### config.mk
export PLATFORM = sky130hd
export DESIGN_NAME = clarke_pipe
export DESIGN_NICKNAME = d
export VERILOG_FILES = /design/src/rtl/clarke_pkg.sv /design/src/rtl/clarke_round_sat.sv /design/src/rtl/clarke_pipe.sv
export SDC_FILE = /design/constraint.sdc
export NUM_CORES = 2
export LEC_CHECK = 0
export ABC_CLOCK_PERIOD_IN_PS = 9250
export BUFFER_PORTS_ARGS = -buffer_cell sky130_fd_sc_hd__buf_4
export CAP_MARGIN = 20
export CORE_UTILIZATION = 25
export DETAILED_ROUTE_END_ITERATION = 7
export GPL_TIMING_DRIVEN = 0
export RECOVER_POWER = 100
export SETUP_SLACK_MARGIN = 0.2
export SYNTH_ARGS = -nofsm -noshare
export SYNTH_HDL_FRONTEND = slang
export SYNTH_HIERARCHICAL = 1
export SYNTH_SLANG_ARGS = --single-unit
export TNS_END_PERCENT = 50
### constraint.sdc
create_clock -name clk -period 9.25 [get_ports clk]
set_clock_uncertainty 0.05 [all_clocks]
set_input_delay 1.85 -clock clk [delete_from_list [all_inputs] [get_ports clk]]
set_output_delay 1.85 -clock clk [all_outputs]
set_load 0.01 [all_outputs]
### src/rtl/clarke_pkg.sv
// Shared types and fixed-point gain constants for the Clarke transform pipeline.
package clarke_pkg;

    typedef enum logic {CLARKE_2IN, CLARKE_3IN} clarke_mode_e;

    // Rounded 1/sqrt(3) * 2^q; callers narrow the result to q+2 signed bits.
    function automatic logic signed [31:0] k_inv_sqrt3(input int q);
        real r;
        r = 0.57735026919 * (2.0 ** q);
        return 32'($rtoi(r + 0.5));
    endfunction

    // Rounded 2^q / 3, computed in integers as floor(2^q/3 + 1/2).
    function automatic logic signed [31:0] k_third(input int q);
        return 32'(((2 ** (q + 1)) + 3) / 6);
    endfunction

endpackage

### src/rtl/clarke_round_sat.sv
// Round-half-up, arithmetic shift by Q_BITS, then clamp or wrap to OUT_W signed bits.
module clarke_round_sat #(
    parameter int IN_W     = 46,
    parameter int Q_BITS   = 10,
    parameter int OUT_W    = 32,
    parameter int SATURATE = 1
) (
    input  logic signed [IN_W-1:0]  din,
    output logic signed [OUT_W-1:0] dout,
    output logic                    clamp
);
    // One guard bit so adding the half LSB can never overflow.
    localparam int SW = IN_W + 1;
    localparam logic signed [SW-1:0] HALF = SW'(2 ** (Q_BITS - 1));
    localparam logic signed [SW-1:0] MAXV = {{(SW-OUT_W+1){1'b0}}, {(OUT_W-1){1'b1}}};
    localparam logic signed [SW-1:0] MINV = {{(SW-OUT_W+1){1'b1}}, {(OUT_W-1){1'b0}}};

    logic signed [SW-1:0] biased;
    logic signed [SW-1:0] shifted;

    assign biased  = SW'(din) + HALF;
    assign shifted = biased >>> Q_BITS;

    always_comb begin
        dout  = shifted[OUT_W-1:0];
        clamp = 1'b0;
        if (SATURATE != 0) begin
            if (shifted > MAXV) begin
                dout  = MAXV[OUT_W-1:0];
                clamp = 1'b1;
            end else if (shifted < MINV) begin
                dout  = MINV[OUT_W-1:0];
                clamp = 1'b1;
            end
        end
    end

endmodule

### src/rtl/clarke_pipe.sv
// Three-stage amplitude-invariant Clarke transform (abc -> alpha/beta) with a
// single global advance for valid/ready back-pressure.
module clarke_pipe
    import clarke_pkg::*;
#(
    parameter int D_WIDTH  = 32,
    parameter int Q_BITS   = 10,
    parameter int SATURATE = 1
) (
    input  logic                      clk,
    input  logic                      rst,
    input  logic                      in_valid,
    output logic                      in_ready,
    input  logic                      mode,
    input  logic signed [D_WIDTH-1:0] a,
    input  logic signed [D_WIDTH-1:0] b,
    input  logic signed [D_WIDTH-1:0] c,
    output logic                      out_valid,
    input  logic                      out_ready,
    output logic signed [D_WIDTH-1:0] alpha,
    output logic signed [D_WIDTH-1:0] beta,
    output logic                      sat
);
    localparam int PS_W = D_WIDTH + 2;
    localparam int PR_W = D_WIDTH + Q_BITS + 4;
    localparam int K_W  = Q_BITS + 2;
    localparam logic signed [K_W-1:0] K_IS3 = K_W'(k_inv_sqrt3(Q_BITS));
    localparam logic signed [K_W-1:0] K_TH  = K_W'(k_third(Q_BITS));

    logic adv;
    logic vld_p0, vld_p1;

    clarke_mode_e             mode_p0, mode_p1;
    logic signed [PS_W-1:0]   a_x, b_x, c_x;
    logic signed [PS_W-1:0]   ps_alpha, ps_beta;
    logic signed [PS_W-1:0]   ps_alpha_p0, ps_beta_p0;
    logic signed [PR_W-1:0]   pr_alpha_p1, pr_beta_p1;
    logic signed [D_WIDTH-1:0] rs_alpha, rs_beta, alpha_nxt;
    logic                     cl_alpha, cl_beta, sat_nxt;

    assign adv      = out_ready | ~out_valid;
    assign in_ready = adv;

    assign a_x = PS_W'(a);
    assign b_x = PS_W'(b);
    assign c_x = PS_W'(c);

    always_comb begin
        ps_alpha = a_x;
        ps_beta  = a_x + (b_x <<< 1);
        if (clarke_mode_e'(mode) == CLARKE_3IN) begin
            ps_alpha = (a_x <<< 1) - b_x - c_x;
            ps_beta  = b_x - c_x;
        end
    end

    // S1: exact pre-sums; mode-0 alpha rides along unscaled
    always_ff @(posedge clk) begin
        if (adv) begin
            mode_p0     <= clarke_mode_e'(mode);
            ps_alpha_p0 <= ps_alpha;
            ps_beta_p0  <= ps_beta;
        end
    end

    // S2: exact products
    always_ff @(posedge clk) begin
        if (adv) begin
            mode_p1     <= mode_p0;
            pr_beta_p1  <= PR_W'(ps_beta_p0) * PR_W'(K_IS3);
            pr_alpha_p1 <= (mode_p0 == CLARKE_3IN) ? PR_W'(ps_alpha_p0) * PR_W'(K_TH)
                                                   : PR_W'(ps_alpha_p0);
        end
    end

    clarke_round_sat #(.IN_W(PR_W), .Q_BITS(Q_BITS), .OUT_W(D_WIDTH), .SATURATE(SATURATE))
        u_rs_alpha (.din(pr_alpha_p1), .dout(rs_alpha), .clamp(cl_alpha));

    clarke_round_sat #(.IN_W(PR_W), .Q_BITS(Q_BITS), .OUT_W(D_WIDTH), .SATURATE(SATURATE))
        u_rs_beta (.din(pr_beta_p1), .dout(rs_beta), .clamp(cl_beta));

    assign alpha_nxt = (mode_p1 == CLARKE_3IN) ? rs_alpha : pr_alpha_p1[D_WIDTH-1:0];
    assign sat_nxt   = cl_beta | ((mode_p1 == CLARKE_3IN) & cl_alpha);

    // S3: rounded/saturated outputs and all valid bits
    always_ff @(posedge clk or posedge rst) begin
        if (rst) begin
            vld_p0    <= 1'b0;
            vld_p1    <= 1'b0;
            out_valid <= 1'b0;
            alpha     <= '0;
            beta      <= '0;
            sat       <= 1'b0;
        end else if (adv) begin
            vld_p0    <= in_valid;
            vld_p1    <= vld_p0;
            out_valid <= vld_p1;
            alpha     <= alpha_nxt;
            beta      <= rs_beta;
            sat       <= sat_nxt;
        end
    end

endmodule

==> qor.yml <==
timing:
  drv_slew: 218
  fmax_ghz: 0.1388
  tightest_slew_ps: 2242
  hold_viol_final: 0
  setup_violations: 0
  rsz0062_at_grt: "no"
  max_slew_margin_pct: -49.48
  period_share_pct: 77.89
  finalCriticalPeriod_ps: 7205
setup_path:
  startpoint_type: "input pin"
  arrival_ps: 5310
  r2r_cells: 18
  cp_max_fo: 36
  slowest_delay_ps: 1620
  cp.required_ps: 7350
  worst_setup_path_end_kind: "output port"
  rrSetupSlack_ps: 3090
  reg2reg_from: "ps_alpha_p0[5]"
  crit_start: "out_ready"
  worst_path_most_repeated_cell: "clkbuf_1"
  cp_cell_sequence: "clkbuf_4, nor2b_1, inv_1, clkbuf_1, clkbuf_1, clkbuf_1"
  crit_type: "input pin to output port"
  slowest_stage: "clkbuf_1"
synthesis:
  syn-num-nets: 3879
  synth_area_per_cell_um2: 9.565
  synth_cells: 3081
  synth_area_mm2: 0.02947
  yosysWarnings: 6
worst_hold_path:
  min_from: "vld_p1"
  min_path_cells: 1
  min_path_type: "register to register"
final_layout:
  synthToLayoutAreaGrowth_pct: 12.44
  final_core_util_pct: 28.44
  diodes: 0
  fillers: 12330
  drive_above_1_share_pct: 7.452
  nets: 4080
cts:
  post_cts_buffers: 0
  htreeDepth: 1
  clock_sinks: 217
  tritoncts: "built"
  cts_buffers: 27
  hold_buffers: 0
  cts_resized: 0
  clk_pin_slew_worst_paths_ps: 70
  clk_latency_ps: 590
  cts.path.max_buffers: 3
  cts_root_buffer: "clkbuf_16"
global_routing:
  grt_max_degree: 45
  grt_pass1_vias: 22370
  grt_remaining_overflow: 0
  track_usage_pct: 12.92
  grt_first_pass_wirelength_mm: 124.1
  antenna_found_initial: 3
floorplan:
  die_area_mm2: 0.1193
  initial_core_util_pct: 25.29
  die_width_um: 345.3
  fp.dieH_um: 345.3
  num_rows: 125
  io_pins: 168
  core_mm2: 0.1165
route:
  num_vias: 21860
  drc: 0
  first_iter_violations: 1136
  ant_nets: 0
  avgRoutedWirePerCell_um: 16.16
  viasPerCell: 4.531
  drtPass1Iterations: 5
  drt_wl_total_mm: 77.98
placed_design:
  place.gp.congestion: 0.8907
  dp_hpwl_mm: 67.14
  port_buffers: 167
job:
  cap_viol_max_count: 6
status:
  violations: "capacitance limit, slew limit"
  status: "finished with violations"
-- metal layers --
layer,track usage [%],part of all wire (%)
met1,17.29,48
met2,22.24,47
met3,1.242,3.2
met4,3.143,2.2
met5,0,0.054
-- stage by stage --
step           cell area (um2)  std cells  hold slack (ps)  TNS (ps)  setup WS [ps]
3_3_place_gp             32630       4772            387.5    -56720          -2316
2_1_floorplan            29470       3081            380.5         0          951.6
5_1_grt                  33140       4825            437.7         0           1665
4_1_cts                  33600       4825            419.7         0           3181
3_5_place_dp             32740       4777            401.7         0           3234
6_report                 33140       4825            414.9         0           2045
-- layout make-up --
cell class	instances	area, um2	area share [%]
plain buffers	78	360.3	1.087
flip-flops and latches	217	6176	18.64
repair buffers	172	1006	3.036
multi-input cells	2224	20710	62.51
well taps	1524	1907	5.754
inverters	562	2111	6.370
clock buffers	34	763.2	2.303
clock inverters	14	101.3	0.3058
-- critical path, delay by kind of cell --
kind                   cells  cell delay, ps
buffers and inverters      5            3260
AND/OR/NAND/NOR            1             150
-- worst paths after layout --
check / to
hold / removal: out_valid
setup reg to reg: pr_alpha_p1[39]
setup / recovery: in_ready
max in group asynchronous: alpha[18]
min in group asynchronous: out_valid
hold reg to reg: out_valid
-- registers in the layout (all words and copies together), names as in the netlist --
register	count
beta	32
ps_beta_p0	33
pr_alpha_p1	44
vld_p1	1
mode_p0	1
sat	1
ps_alpha_p0	34
out_valid	1
pr_beta_p1	36
alpha	32
vld_p0	1
mode_p1	1
-- placed cells by master, fill, tap and decap left out, types with 68 or more instances in the layout --
cell type,instances
dfrtp_1,68
nor2_1,107
edfxtp_1,149
inv_1,559
xor2_1,89
nand2_1,175
ha_1,433
a21o_1,96
clkbuf_1,142
xnor2_1,139
o21ai_0,142
buf_4,93
a21oi_1,182
fa_1,264
Power is left out: the tool's default activity adds up to more than one toggle a clock period on the data nets, which glitch-free logic cannot reach.
